[config.mk]
export PLATFORM = sky130hd
export DESIGN_NAME = sync_circular_fifo_flat
export DESIGN_NICKNAME = d
export VERILOG_FILES = /design/src/rtl/sync_circular_fifo_if.sv /design/src/rtl/sync_circular_fifo.sv /design/src/flat_wrapper.sv
export SDC_FILE = /design/constraint.sdc
export NUM_CORES = 1
export LEC_CHECK = 0
export CORE_MARGIN = 2
export CORE_UTILIZATION = 60
export CTS_CLUSTER_DIAMETER = 150
export DETAILED_ROUTE_END_ITERATION = 8
export PLACE_DENSITY_LB_ADDON = 0.2
export SLEW_MARGIN = 20
export SYNTH_ARGS = -nofsm -noshare
export SYNTH_HDL_FRONTEND = slang
export SYNTH_SLANG_ARGS = --single-unit
export TNS_END_PERCENT = 30
[constraint.sdc]
create_clock -name clk -period 6.25 [get_ports clk]
set_input_delay 0.9375 -clock clk [delete_from_list [all_inputs] [get_ports clk]]
set_output_delay 0.9375 -clock clk [all_outputs]
set_load 0.03 [all_outputs]
[src/rtl/sync_circular_fifo_if.sv]
// Handshake/data bundle between a producer/consumer and sync_circular_fifo.
// The FIFO side uses the slave modport; the driving logic uses master.
interface sync_circular_fifo_if #(
  parameter int DATA_WIDTH = 8,
  parameter int DEPTH      = 16
);
  localparam int PW = $clog2(DEPTH) + 1;

  logic                  flush;
  logic [DATA_WIDTH-1:0] datainput;
  logic                  push;
  logic                  pop;
  logic [DATA_WIDTH-1:0] dataoutput;
  logic                  data_valid;
  logic                  full;
  logic                  empty;
  logic                  almost_full;
  logic                  almost_empty;
  logic [PW-1:0]         count;
  logic                  overflow;
  logic                  underflow;

  modport master (
    output flush, datainput, push, pop,
    input  dataoutput, data_valid, full, empty, almost_full, almost_empty,
           count, overflow, underflow
  );

  modport slave (
    input  flush, datainput, push, pop,
    output dataoutput, data_valid, full, empty, almost_full, almost_empty,
           count, overflow, underflow
  );
endinterface

[src/rtl/sync_circular_fifo.sv]
// Single-clock circular FIFO with wrap-bit pointers, occupancy count,
// almost-full/empty thresholds, sticky error flags and synchronous flush.
module sync_circular_fifo #(
  parameter int DATA_WIDTH = 8,
  parameter int DEPTH      = 16,
  parameter int AF_LEVEL   = DEPTH - 2,
  parameter int AE_LEVEL   = 2
) (
  input logic               clk,
  input logic               reset,
  sync_circular_fifo_if.slave bus
);
  localparam int AW = $clog2(DEPTH);
  localparam int PW = AW + 1;
  localparam logic [PW-1:0] AF_L = PW'(AF_LEVEL);
  localparam logic [PW-1:0] AE_L = PW'(AE_LEVEL);

  logic [DATA_WIDTH-1:0] mem [DEPTH];
  logic [PW-1:0]         wptr, rptr, cnt;
  logic [DATA_WIDTH-1:0] dout;
  logic                  dv, ovf, unf;
  logic                  full_w, empty_w, push_ok, pop_ok;

  // Status is derived only from registered pointers, never from push/pop.
  assign cnt     = wptr - rptr;
  assign full_w  = (wptr[AW-1:0] == rptr[AW-1:0]) && (wptr[AW] != rptr[AW]);
  assign empty_w = (wptr == rptr);

  // A pop frees a slot at a full edge; an empty FIFO never falls through.
  assign pop_ok  = bus.pop & ~empty_w;
  assign push_ok = bus.push & (~full_w | bus.pop);

  always_ff @(posedge clk) begin
    if (!reset && !bus.flush && push_ok)
      mem[wptr[AW-1:0]] <= bus.datainput;
  end

  always_ff @(posedge clk) begin
    if (reset) begin
      wptr <= '0;
      rptr <= '0;
      dout <= '0;
      dv   <= 1'b0;
      ovf  <= 1'b0;
      unf  <= 1'b0;
    end else if (bus.flush) begin
      // Output register and RAM deliberately keep their contents.
      wptr <= '0;
      rptr <= '0;
      dv   <= 1'b0;
      ovf  <= 1'b0;
      unf  <= 1'b0;
    end else begin
      dv <= pop_ok;
      if (push_ok) wptr <= wptr + 1'b1;
      if (pop_ok) begin
        rptr <= rptr + 1'b1;
        dout <= mem[rptr[AW-1:0]];
      end
      if (bus.push && !push_ok) ovf <= 1'b1;
      if (bus.pop && !pop_ok)   unf <= 1'b1;
    end
  end

  assign bus.dataoutput   = dout;
  assign bus.data_valid   = dv;
  assign bus.full         = full_w;
  assign bus.empty        = empty_w;
  assign bus.almost_full  = (cnt >= AF_L);
  assign bus.almost_empty = (cnt <= AE_L);
  assign bus.count        = cnt;
  assign bus.overflow     = ovf;
  assign bus.underflow    = unf;
endmodule

[src/flat_wrapper.sv]
// flat-port wrapper written by rule: the top's interface ports become plain ports
module sync_circular_fifo_flat 
#(
  parameter int DATA_WIDTH = 8,
  parameter int DEPTH      = 16,
  parameter int AF_LEVEL   = DEPTH - 2,
  parameter int AE_LEVEL   = 2
)
  (clk, reset, bus_flush, bus_datainput, bus_push, bus_pop, bus_dataoutput, bus_data_valid, bus_full, bus_empty, bus_almost_full, bus_almost_empty, bus_count, bus_overflow, bus_underflow);
  sync_circular_fifo_if #(.DATA_WIDTH(DATA_WIDTH), .DEPTH(DEPTH)) bus_i ();
  input logic clk;
  input logic reset;
  input wire logic [$bits(bus_i.flush)-1:0] bus_flush;
  input wire logic [$bits(bus_i.datainput)-1:0] bus_datainput;
  input wire logic [$bits(bus_i.push)-1:0] bus_push;
  input wire logic [$bits(bus_i.pop)-1:0] bus_pop;
  output wire logic [$bits(bus_i.dataoutput)-1:0] bus_dataoutput;
  output wire logic [$bits(bus_i.data_valid)-1:0] bus_data_valid;
  output wire logic [$bits(bus_i.full)-1:0] bus_full;
  output wire logic [$bits(bus_i.empty)-1:0] bus_empty;
  output wire logic [$bits(bus_i.almost_full)-1:0] bus_almost_full;
  output wire logic [$bits(bus_i.almost_empty)-1:0] bus_almost_empty;
  output wire logic [$bits(bus_i.count)-1:0] bus_count;
  output wire logic [$bits(bus_i.overflow)-1:0] bus_overflow;
  output wire logic [$bits(bus_i.underflow)-1:0] bus_underflow;
  assign bus_i.flush = bus_flush;
  assign bus_i.datainput = bus_datainput;
  assign bus_i.push = bus_push;
  assign bus_i.pop = bus_pop;
  assign bus_dataoutput = bus_i.dataoutput;
  assign bus_data_valid = bus_i.data_valid;
  assign bus_full = bus_i.full;
  assign bus_empty = bus_i.empty;
  assign bus_almost_full = bus_i.almost_full;
  assign bus_almost_empty = bus_i.almost_empty;
  assign bus_count = bus_i.count;
  assign bus_overflow = bus_i.overflow;
  assign bus_underflow = bus_i.underflow;
  sync_circular_fifo #(.DATA_WIDTH(DATA_WIDTH), .DEPTH(DEPTH), .AF_LEVEL(AF_LEVEL), .AE_LEVEL(AE_LEVEL)) u_core (.clk(clk), .reset(reset), .bus(bus_i));
endmodule
==> impl_metrics.ini <==
[outcome]
outcome = finished, final reports clean

[timing]
relSlewSlack_pct = 32.90
setup_tns_ps = 0
whs_ps = 476.1
drv_slew = 0
clock.fmax_ghz = 0.2120
fin_skew_ps = 9.073
hold_viol = 0
setup_viol = 0
rsz0062_at_grt = no
fin_crit_ps = 4717
fin_crit_sh_pct = 75.47
worst_pin_slew_ps = 1006

[power]
p_seq_share_pct = 52.6
intPower_mw = 1.639
p_comb_share_pct = 3.8
worst_ir_drop_vdd_mv = 0.1990
switching_power_uw = 429.8
p_leak_nw = 2.178
p_clk_share_pct = 43.7
powerDensity_nw_per_um2 = 295.0
swShare_pct = 20.78
fin_total_pwr_mw = 2.068

[finish]
nNetsFinal = 429
final_util_pct = 71.39
syn_to_final_growth_pct = 14.96
n_antenna_cell = 0
layout-drive-gt1-share_pct = 13.84

[clock_tree]
clock-root-buffer = clkbuf_8
numCtsBuffers = 17
cts_resized = 0
insertion_delay_ps = 520
cts_max_level = 4
cts_sinks = 149
tritoncts = yes
cts_hold_buf = 0
clock_path_buffers = 2
post-cts-setup-buffers = 0
clk_pin_slew_ps = 60

[setup_path]
reg2reg_to = u_core.mem[12][4]
ff2ff_setup_slack_ps = 2880
reg2reg_from = u_core.rptr[1]
slowest_stage = dfxtp_2
cp.depth = 7
crit_path_start = u_core.rptr[1]
required_ps = 5310
cp-endpoint = bus_almost_empty
critPathMaxFanout = 38
endpoint_kind = output port
worstPathCellList = inv_1, ha_1, nor2b_1, o21a_1, or3_1, a211oi_1, clkdlybuf4s50_1
crit_type = register to output port
r2r_cells = 6
crit_path_max_incr_delay_ps = 990
path_buf_inv = 2
cp_top_family = flip-flops
critPathLaunchType = register
arrival_ps = 3780

[drt]
ant_nets = 0
dr.pass1.iters = 5
wl_um = 12150
routedWlPerCell_um = 22.01
drc = 0
vias = 3370
viasPerCell = 6.105
drt_iter0_drc = 277

[synth]
synthXorXnorAreaFrac_pct = 1.416
synth.avg_cell_area_um2 = 16.66
yosysWarningCount = 0
synthSimpleGateAreaFrac_pct = 5.437
synth-compound-area-share_pct = 6.504
synth_nets = 389
ys_top_cells_by_count = 128 x edfxtp_1, 36 x nor2_1, 34 x mux2i_1
yosysTopAreaCell = edfxtp_1
synth-seq-area-share_pct = 69.92
synth_top_family_by_area = multiplexers
ys_ff_latch = 149
async_reset_ff_share_pct = 0
synthMuxAreaShare_pct = 11.61
yosysUniqueCellTypes = 50
syn_inst = 366
yosysMostFrequentCell = edfxtp_1
syn_area_um2 = 6098
synth_edf_count = 128
yosysTopAreaCellShare_pct = 63.03
ys.flop_type = edfxtp_1
synthAdderAreaFrac_pct = 2.175
synth_area_leaders = edfxtp_1 63%, dfxtp_1 6.9%, mux2i_1 5.6%

[grt]
grt_max_degree = 39
antenna_found_initial = 0
grt_pass1_wl_um = 18760
grt_usage_pct = 23.69
grt_remaining_overflow = 0
grt_pass1_vias = 3405

[place]
hpwl_um = 7729
io_buffers = 32
routabilityCongestion = 0.7920

[floorplanning]
die_area_um2 = 10990
row_count = 36
num_io_pins = 33
fp.dieH_um = 104.8
core-area_um2 = 9819
initial_utilization_pct = 62.10
die_x_um = 104.8

[min_path]
hp-class = register to register
worstHoldStart = u_core.bus.overflow

[job]
maxCapViolCount = 0
==> registers in the layout, summed over array words and instances (netlist names) <==
register	flops
u_core.bus.dataoutput	8
u_core.wptr	5
u_core.mem	128
u_core.bus.overflow	1
u_core.bus.data_valid	1
u_core.rptr	5
u_core.bus.underflow	1
==> metal layers <==
metal / wire (um) / global-route usage [%]
met3: 746 / 6.238
met1: 4827 / 30.46
met4: 319 / 8.667
met2: 6253 / 39.15
met5: 0 / 0
==> kinds of logic (layout without fill, tap and decap cells) <==
logic type	count (synthesis)	in the layout
adder cells (fa/ha/maj)	10	10
multiplexers	50	50
AO/OA/AOI/OAI	52	52
flip-flops	149	149
AND/OR/NAND/NOR	71	71
XOR/XNOR	9	9
buffers and inverters	25	78
==> through the flow <==
step	instance area [um^2]	setup WS, ps	cells
floorplan	6098	2667	366
finish	7010	1533	552
CTS	7010	1506	552
detailed placement	6480	2074	520
global placement	6480	2168	520
global route	7010	1317	552
==> area by class of cell <==
cell class                      instances  area [um^2]
Multi-Input combinational cell        192         1655
Fill cell                             662         2809
Sequential cell                       149         4267
Clock buffer                           19        421.7
Tap cell                              133        166.4
Clock inverter                         13        108.9
Inverter                                9        33.78
Timing Repair Buffer                   37        357.8
==> layout by cell type (no fill, tap or decap), types with 4 or more instances in the layout <==
master and count:
nand2_1 10, nor2_1 36, xor2_1 4, a211oi_1 8
buf_4 5, inv_1 9, ha_1 9, mux2i_1 34
clkdlybuf4s50_1 32, a21oi_1 4, nand3_1 6, a311oi_1 8
clkbuf_16 16, mux4_2 14, xnor2_1 4, nor3_1 5
o22ai_1 15, dfxtp_1 19, edfxtp_1 128
==> power by group through the flow <==
| stage | Clock (mW) | Sequential (mW) | Combinational (mW) |
|---|---|---|---|
| final | 0.903 | 1.09 | 0.0784 |
| after global routing | 0.956 | 1.09 | 0.0843 |
| after CTS | 0.912 | 1.09 | 0.0789 |
| after detailed placement | 0 | 1.11 | 0.0782 |
| after global placement | 0 | 1.11 | 0.0760 |
| after floorplan | 0 | 1.11 | 0.0365 |
==> worst min path at each step <==
stage,slack (ps),to,depth (start not counted)
2_1_floorplan,490,u_core.rptr[4],2
3_3_place_gp,450,u_core.bus.underflow,2
3_5_place_dp,470,u_core.bus.overflow,2
4_1_cts,480,u_core.bus.overflow,2
5_1_grt,520,u_core.bus.dataoutput[5],2
6_report,480,u_core.bus.overflow,2
==> tightest hold or removal path: stages, from the launching register on <==
cell	delay (ps)
dfxtp_1	330
a31oi_1	40
nor2_1	70
(Power assumes the default switching activity.)
